### config.mk
export PLATFORM = sky130hd
export DESIGN_NAME = front_panel_switches_flat
export DESIGN_NICKNAME = d
export VERILOG_FILES = /design/src/rtl/front_panel_switches_pkg.sv /design/src/rtl/front_panel_switches_if.sv /design/src/rtl/front_panel_switches_sw_debounce.sv /design/src/rtl/front_panel_switches.sv /design/src/flat_wrapper.sv
export SDC_FILE = /design/constraint.sdc
export NUM_CORES = 1
export LEC_CHECK = 0
export CORE_UTILIZATION = 40
export DETAILED_ROUTE_END_ITERATION = 8
export PLACE_DENSITY = 0.67
export SKIP_CTS_REPAIR_TIMING = 1
export SLEW_MARGIN = 15
export SYNTH_ARGS = -nofsm -noshare
export SYNTH_HDL_FRONTEND = slang
export SYNTH_HIERARCHICAL = 1
export SYNTH_SLANG_ARGS = --single-unit
export TNS_END_PERCENT = 10
### constraint.sdc
create_clock -name clk -period 1.2 [get_ports clk]
set_input_delay 0.24 -clock clk [delete_from_list [all_inputs] [get_ports clk]]
set_output_delay 0.24 -clock clk [all_outputs]
set_load 0.02 [all_outputs]
### src/rtl/front_panel_switches_pkg.sv
// Shared widths, key bit indices, display-select reset value and command FSM
// states for the PDP-8/e front-panel input block.
package front_panel_switches_pkg;

  localparam int unsigned SR_W   = 12;
  localparam int unsigned N_KEYS = 6;
  localparam int unsigned DSEL_W = 6;

  // Key order matches raw_btn / cmd (index 0 is leftmost on the panel).
  localparam int unsigned KEY_ADDR_LOAD      = 0;
  localparam int unsigned KEY_EXTD_ADDR_LOAD = 1;
  localparam int unsigned KEY_CLEAR          = 2;
  localparam int unsigned KEY_CONT           = 3;
  localparam int unsigned KEY_EXAM           = 4;
  localparam int unsigned KEY_DEP            = 5;

  localparam logic [DSEL_W-1:0] DSEL_RESET = 6'b100000;

  typedef enum logic {
    ST_IDLE = 1'b0,
    ST_HELD = 1'b1
  } cmd_state_e;

  function automatic logic [0:N_KEYS-1] first_key(input logic [0:N_KEYS-1] keys);
    logic [0:N_KEYS-1] onehot;
    logic              found;
    onehot = '0;
    found  = 1'b0;
    for (int i = 0; i < int'(N_KEYS); i++) begin
      if (keys[i] && !found) begin
        onehot[i] = 1'b1;
        found     = 1'b1;
      end
    end
    return onehot;
  endfunction

endpackage

### src/rtl/front_panel_switches_if.sv
// Panel-side bundle: raw switch/key inputs and the cleaned-up signals the CPU side consumes.
interface front_panel_switches_if;

  logic [0:front_panel_switches_pkg::SR_W-1]   raw_sr;
  logic                                        raw_halt;
  logic                                        raw_sstep;
  logic [0:front_panel_switches_pkg::N_KEYS-1] raw_btn;
  logic                                        raw_dsel_btn;

  logic [0:front_panel_switches_pkg::SR_W-1]   sr;
  logic                                        halt_sw;
  logic                                        sstep_sw;
  logic [0:front_panel_switches_pkg::N_KEYS-1] cmd;
  logic [front_panel_switches_pkg::DSEL_W-1:0] dsel;
  logic                                        sw_active;

  modport master (
    output raw_sr, raw_halt, raw_sstep, raw_btn, raw_dsel_btn,
    input  sr, halt_sw, sstep_sw, cmd, dsel, sw_active
  );

  modport slave (
    input  raw_sr, raw_halt, raw_sstep, raw_btn, raw_dsel_btn,
    output sr, halt_sw, sstep_sw, cmd, dsel, sw_active
  );

endinterface

### src/rtl/front_panel_switches_sw_debounce.sv
// One-bit 2-flop synchroniser followed by a debouncer: the stable value flips only
// after the synced input has disagreed with it for DEBOUNCE_CYCLES+1 consecutive cycles.
module sw_debounce #(
  parameter int unsigned DEBOUNCE_CYCLES = 4
) (
  input  logic clk,
  input  logic reset,
  input  logic raw_i,
  output logic stable_o
);

  localparam int unsigned    CNT_W  = $clog2(DEBOUNCE_CYCLES + 1);
  localparam logic [CNT_W-1:0] CNT_TC = CNT_W'(DEBOUNCE_CYCLES);

  logic             meta_q;
  logic             sync_q;
  logic             stable_q, stable_d;
  logic [CNT_W-1:0] cnt_q, cnt_d;

  always_comb begin
    stable_d = stable_q;
    cnt_d    = cnt_q;
    if (sync_q == stable_q) begin
      cnt_d = '0;
    end else if (cnt_q == CNT_TC) begin
      stable_d = sync_q;
      cnt_d    = '0;
    end else begin
      cnt_d = cnt_q + 1'b1;
    end
  end

  always_ff @(posedge clk or negedge reset) begin
    if (!reset) begin
      meta_q   <= 1'b0;
      sync_q   <= 1'b0;
      stable_q <= 1'b0;
      cnt_q    <= '0;
    end else begin
      meta_q   <= raw_i;
      sync_q   <= meta_q;
      stable_q <= stable_d;
      cnt_q    <= cnt_d;
    end
  end

  assign stable_o = stable_q;

endmodule

### src/rtl/front_panel_switches.sv
// PDP-8/e front-panel input block: debounced switch levels, one-shot command
// pulses with key lockout, and the display-select rotator.
//
// state   | meaning
// ST_IDLE | no key accepted; next stable press emits a cmd pulse
// ST_HELD | a key was accepted; wait for all keys released (sw_active high)
module front_panel_switches
  import front_panel_switches_pkg::*;
#(
  parameter int unsigned DEBOUNCE_CYCLES = 4
) (
  input  logic                  clk,
  input  logic                  reset,
  front_panel_switches_if.slave pnl
);

  logic [0:SR_W-1]   sr_stable;
  logic              halt_stable;
  logic              sstep_stable;
  logic [0:N_KEYS-1] key_stable;
  logic              dsel_key_stable;

  for (genvar gi = 0; gi < int'(SR_W); gi++) begin : g_sr
    sw_debounce #(.DEBOUNCE_CYCLES(DEBOUNCE_CYCLES)) u_db (
      .clk      (clk),
      .reset    (reset),
      .raw_i    (pnl.raw_sr[gi]),
      .stable_o (sr_stable[gi])
    );
  end

  for (genvar gk = 0; gk < int'(N_KEYS); gk++) begin : g_key
    sw_debounce #(.DEBOUNCE_CYCLES(DEBOUNCE_CYCLES)) u_db (
      .clk      (clk),
      .reset    (reset),
      .raw_i    (pnl.raw_btn[gk]),
      .stable_o (key_stable[gk])
    );
  end

  sw_debounce #(.DEBOUNCE_CYCLES(DEBOUNCE_CYCLES)) u_db_halt (
    .clk      (clk),
    .reset    (reset),
    .raw_i    (pnl.raw_halt),
    .stable_o (halt_stable)
  );

  sw_debounce #(.DEBOUNCE_CYCLES(DEBOUNCE_CYCLES)) u_db_sstep (
    .clk      (clk),
    .reset    (reset),
    .raw_i    (pnl.raw_sstep),
    .stable_o (sstep_stable)
  );

  sw_debounce #(.DEBOUNCE_CYCLES(DEBOUNCE_CYCLES)) u_db_dsel (
    .clk      (clk),
    .reset    (reset),
    .raw_i    (pnl.raw_dsel_btn),
    .stable_o (dsel_key_stable)
  );

  cmd_state_e        state_q, state_d;
  logic [0:N_KEYS-1] cmd_q, cmd_d;

  // Only the lowest-index key of the accepting press is ever reported.
  always_comb begin
    state_d = state_q;
    cmd_d   = '0;
    case (state_q)
      ST_IDLE: begin
        if (|key_stable) begin
          cmd_d   = first_key(key_stable);
          state_d = ST_HELD;
        end
      end
      ST_HELD: begin
        if (!(|key_stable)) begin
          state_d = ST_IDLE;
        end
      end
    endcase
  end

  always_ff @(posedge clk or negedge reset) begin
    if (!reset) begin
      state_q <= ST_IDLE;
      cmd_q   <= '0;
    end else begin
      state_q <= state_d;
      cmd_q   <= cmd_d;
    end
  end

  logic              dsel_key_prev_q;
  logic [DSEL_W-1:0] dsel_q, dsel_d;
  logic              dsel_rise;

  assign dsel_rise = dsel_key_stable & ~dsel_key_prev_q;

  always_comb begin
    dsel_d = dsel_q;
    if (dsel_rise) begin
      dsel_d = {dsel_q[0], dsel_q[DSEL_W-1:1]};
    end
  end

  always_ff @(posedge clk or negedge reset) begin
    if (!reset) begin
      dsel_key_prev_q <= 1'b0;
      dsel_q          <= DSEL_RESET;
    end else begin
      dsel_key_prev_q <= dsel_key_stable;
      dsel_q          <= dsel_d;
    end
  end

  assign pnl.sr        = sr_stable;
  assign pnl.halt_sw   = halt_stable;
  assign pnl.sstep_sw  = sstep_stable;
  assign pnl.cmd       = cmd_q;
  assign pnl.dsel      = dsel_q;
  assign pnl.sw_active = (state_q == ST_HELD);

endmodule

### src/flat_wrapper.sv
// flat-port wrapper written by rule: the top's interface ports become plain ports
module front_panel_switches_flat import front_panel_switches_pkg::*;
#(
  parameter int unsigned DEBOUNCE_CYCLES = 4
)
  (clk, reset, pnl_raw_sr, pnl_raw_halt, pnl_raw_sstep, pnl_raw_btn, pnl_raw_dsel_btn, pnl_sr, pnl_halt_sw, pnl_sstep_sw, pnl_cmd, pnl_dsel, pnl_sw_active);
  front_panel_switches_if pnl_i ();
  input  logic clk;
  input  logic reset;
  input wire logic [$bits(pnl_i.raw_sr)-1:0] pnl_raw_sr;
  input wire logic [$bits(pnl_i.raw_halt)-1:0] pnl_raw_halt;
  input wire logic [$bits(pnl_i.raw_sstep)-1:0] pnl_raw_sstep;
  input wire logic [$bits(pnl_i.raw_btn)-1:0] pnl_raw_btn;
  input wire logic [$bits(pnl_i.raw_dsel_btn)-1:0] pnl_raw_dsel_btn;
  output wire logic [$bits(pnl_i.sr)-1:0] pnl_sr;
  output wire logic [$bits(pnl_i.halt_sw)-1:0] pnl_halt_sw;
  output wire logic [$bits(pnl_i.sstep_sw)-1:0] pnl_sstep_sw;
  output wire logic [$bits(pnl_i.cmd)-1:0] pnl_cmd;
  output wire logic [$bits(pnl_i.dsel)-1:0] pnl_dsel;
  output wire logic [$bits(pnl_i.sw_active)-1:0] pnl_sw_active;
  assign pnl_i.raw_sr = pnl_raw_sr;
  assign pnl_i.raw_halt = pnl_raw_halt;
  assign pnl_i.raw_sstep = pnl_raw_sstep;
  assign pnl_i.raw_btn = pnl_raw_btn;
  assign pnl_i.raw_dsel_btn = pnl_raw_dsel_btn;
  assign pnl_sr = pnl_i.sr;
  assign pnl_halt_sw = pnl_i.halt_sw;
  assign pnl_sstep_sw = pnl_i.sstep_sw;
  assign pnl_cmd = pnl_i.cmd;
  assign pnl_dsel = pnl_i.dsel;
  assign pnl_sw_active = pnl_i.sw_active;
  front_panel_switches #(.DEBOUNCE_CYCLES(DEBOUNCE_CYCLES)) u_core (.clk(clk), .reset(reset), .pnl(pnl_i));
endmodule
==> reports/summary.txt <==
Sink Count: 140
Number of input and output port buffers inserted: 49
Outcome: finished with violations
Pin count of the biggest net entering global routing: 34
Maximum fanout count along the critical path: 2
Worst R2R Path Depth: 2
Warnings, synthesis: 6
Register area share after synthesis: 63.21%
Setup Viol. Count Final: 11
Setup slack after layout: -0.09824 ns
Number of cells in the design after placement: 662
Slew margin rel.: 76.18%
Diode count: 0
Total standard cell area after synthesis: 5544 µm²
Arrival time reported for the critical path endpoint: 1.06 ns
Clock latency on the worst-skew pair: 0.41 ns
Final Routed Wirelength: 8622 µm
Cell-by-cell trace of the critical path: buf_6
CP Depth: 1
Worst Hold Margin: 0.2614 ns
Final clock period utilization by the worst path: 108.2%
Power, Total: 16.57 mW
Via count of the first global-routing pass: 3440
Hold Path Class: in -> reg
Required time of the critical path: 0.96 ns
Violated checks: negative setup slack
Number of top-level design ports: 50
Die Footprint: 14340 µm²
Violation count after the first detailed-route iteration: 68
Layout Cell Area excl Fill: 7261 µm²
First-pass DRT Iterations: 4
TritonCTS clock tree: done
Via count: 3214
Gr ovfl total: 0
Placeable core region: 13400 µm²
Vias per cell: 4.585
Sort of element at the start of the critical path: flip-flop
Post-Syn Instances: 409
Total global routing track utilization: 13.45%
H-tree depth: 4
Initial antenna violation count: 0
Fraction of layout cells with a size suffix above 1: 30.29%
Clock root cell: clkbuf_16
Most frequent cells in the layout: dfrtp_1, inv_1, buf_4
Crit path buf inv count: 1
Layout overhead on the synthesized area: 30.96%
Number of buffers created by CTS: 17
Family with the most delay on the worst path: flip-flops
Clock transition time at the flip-flop clock pins of the worst setup and hold paths: 0.06 ns
Final nets: 577
Average detailed-routed wire length per instance: 12.30 µm
Sum of negative setup slack: -0.4003 ns
Minimum clock period: 1.298 ns
Total count of max-transition violations in the final report: 0
Worst IR Drop VDD: 1150 µV
Estimated wirelength of the detail-placed design: 5791 µm
Worst setup EP type: output port
Setup repair after global routing missed its margin: yes
Hold violation count in the final report: 0
Total power divided by cell area: 2282 nW/µm²
Area after DPL: 6507 µm²
Max Clock Freq: 0.7703 GHz
Count of cells along the worst hold path: 1
Leakage Power: 3.312 nW
Global-route wire length before repair: 14970 µm
Horizontal die dimension: 119.7 µm
Register bit count reported by yosys: 140
Stage delay of the slowest cell on the critical path: 0.54 ns
Pre-CTS setup slack: -0.1679 ns
Non-filler cells in the finished layout: 701
Number of cell rows: 42
Vertical die dimension: 119.7 µm
FF-to-FF setup slack: -0.1 ns
Max-cap violations: 0
Average size of a mapped cell: 13.56 µm²
Crit Path Category: reg -> out
Slew at the pin closest to its max-slew limit: 0.3547 ns
Slowest cell on the critical path: dfstp_2
Post-synth net total: 474
# DRC: 0
Final clock skew: 0.006376 ns
Most common cell after layout, fill and taps aside: dfrtp_1
Final RePlAce weighted congestion: 0.7010
ANT nets after route: 0
Starting density of the core: 41.37%
Library cells used by synthesis: 18
Core utilization of the finished layout: 54.18%
Buffer levels on the longest clock path: 2
[cell usage after synthesis]
cell / instances / area [µm²]
dfrtp_1: 139 / 3478
ha_1: 42 / 525.5
inv_1: 42 / 157.7
nor2b_1: 23 / 143.9
nor3b_1: 23 / 172.7
nand2b_1: 22 / 137.6
a21oi_1: 21 / 105.1
mux2_2: 21 / 236.5
nand2_1: 21 / 78.83
or3b_1: 21 / 183.9
xnor2_1: 21 / 183.9
mux2_1: 6 / 67.56
nor4b_1: 2 / 17.52
clkbuf_1: 1 / 3.750
dfstp_2: 1 / 26.28
nor4_1: 1 / 6.260
or3_4: 1 / 11.26
or4_1: 1 / 7.510
[metal layers]
| layer | global-route usage, % | part of all wire (%) |
|---|---|---|
| met5 | 0 | 0 |
| met4 | 6.328 | 2.1 |
| met3 | 5.181 | 4.0 |
| met1 | 14.68 | 42 |
| met2 | 22.94 | 52 |
[sequential cells by signal, indices dropped and copies added (netlist names), 3 cells and up]
signal / cells
u_core/g_sr.u_db/cnt_q: 36
u_core/g_key.u_db/cnt_q: 18
u_core/g_sr.u_db/meta_q: 12
u_core/g_sr.u_db/stable_o: 12
u_core/g_sr.u_db/sync_q: 12
u_core/g_key.u_db/meta_q: 6
u_core/g_key.u_db/stable_o: 6
u_core/g_key.u_db/sync_q: 6
u_core/pnl.cmd: 6
u_core/pnl.dsel: 6
u_core/u_db_dsel/cnt_q: 3
u_core/u_db_halt/cnt_q: 3
u_core/u_db_sstep/cnt_q: 3
[cell type report]
class,instances,area [µm²]
Clock buffer,24,501.7
Sequential cell,140,3505
Tap cell,176,220.2
Fill cell,1153,6140
Clock inverter,8,105.1
Multi-Input combinational cell,226,2032
Timing Repair Buffer,85,739.5
Inverter,42,157.7
[power by group]
part,switching [mW],internal [mW]
clock,1.89,3.35
sequential,0.770,5.89
combinational,2.23,2.44
[final timing paths]
check | start | endpoint
max | u_core/pnl.dsel[5] | pnl_dsel[5]
min | pnl_raw_sr[4] | u_core/g_sr[7].u_db/meta_q
max reg2reg | u_core/g_key[1].u_db/stable_o | u_core/pnl.sw_active
min reg2reg | u_core/g_sr[0].u_db/meta_q | u_core/g_sr[0].u_db/sync_q
max in group asynchronous | reset | u_core/g_sr[0].u_db/cnt_q[1]
min in group asynchronous | reset | u_core/g_sr[5].u_db/cnt_q[0]
[cell families (layout without fill, tap and decap cells)]
group	Yosys count	count (layout)	synth area share [%]
DFF	140	140	63.21
and+or+nand+nor	115	115	13.70
buffers and inverters	43	159	2.911
adders and majority gates	42	42	9.479
muxes	27	27	5.484
AOI/OAI and AO/OA	21	21	1.896
xor gates and xnor gates	21	21	3.318
Note: power is estimated with default switching activity, not from simulation.
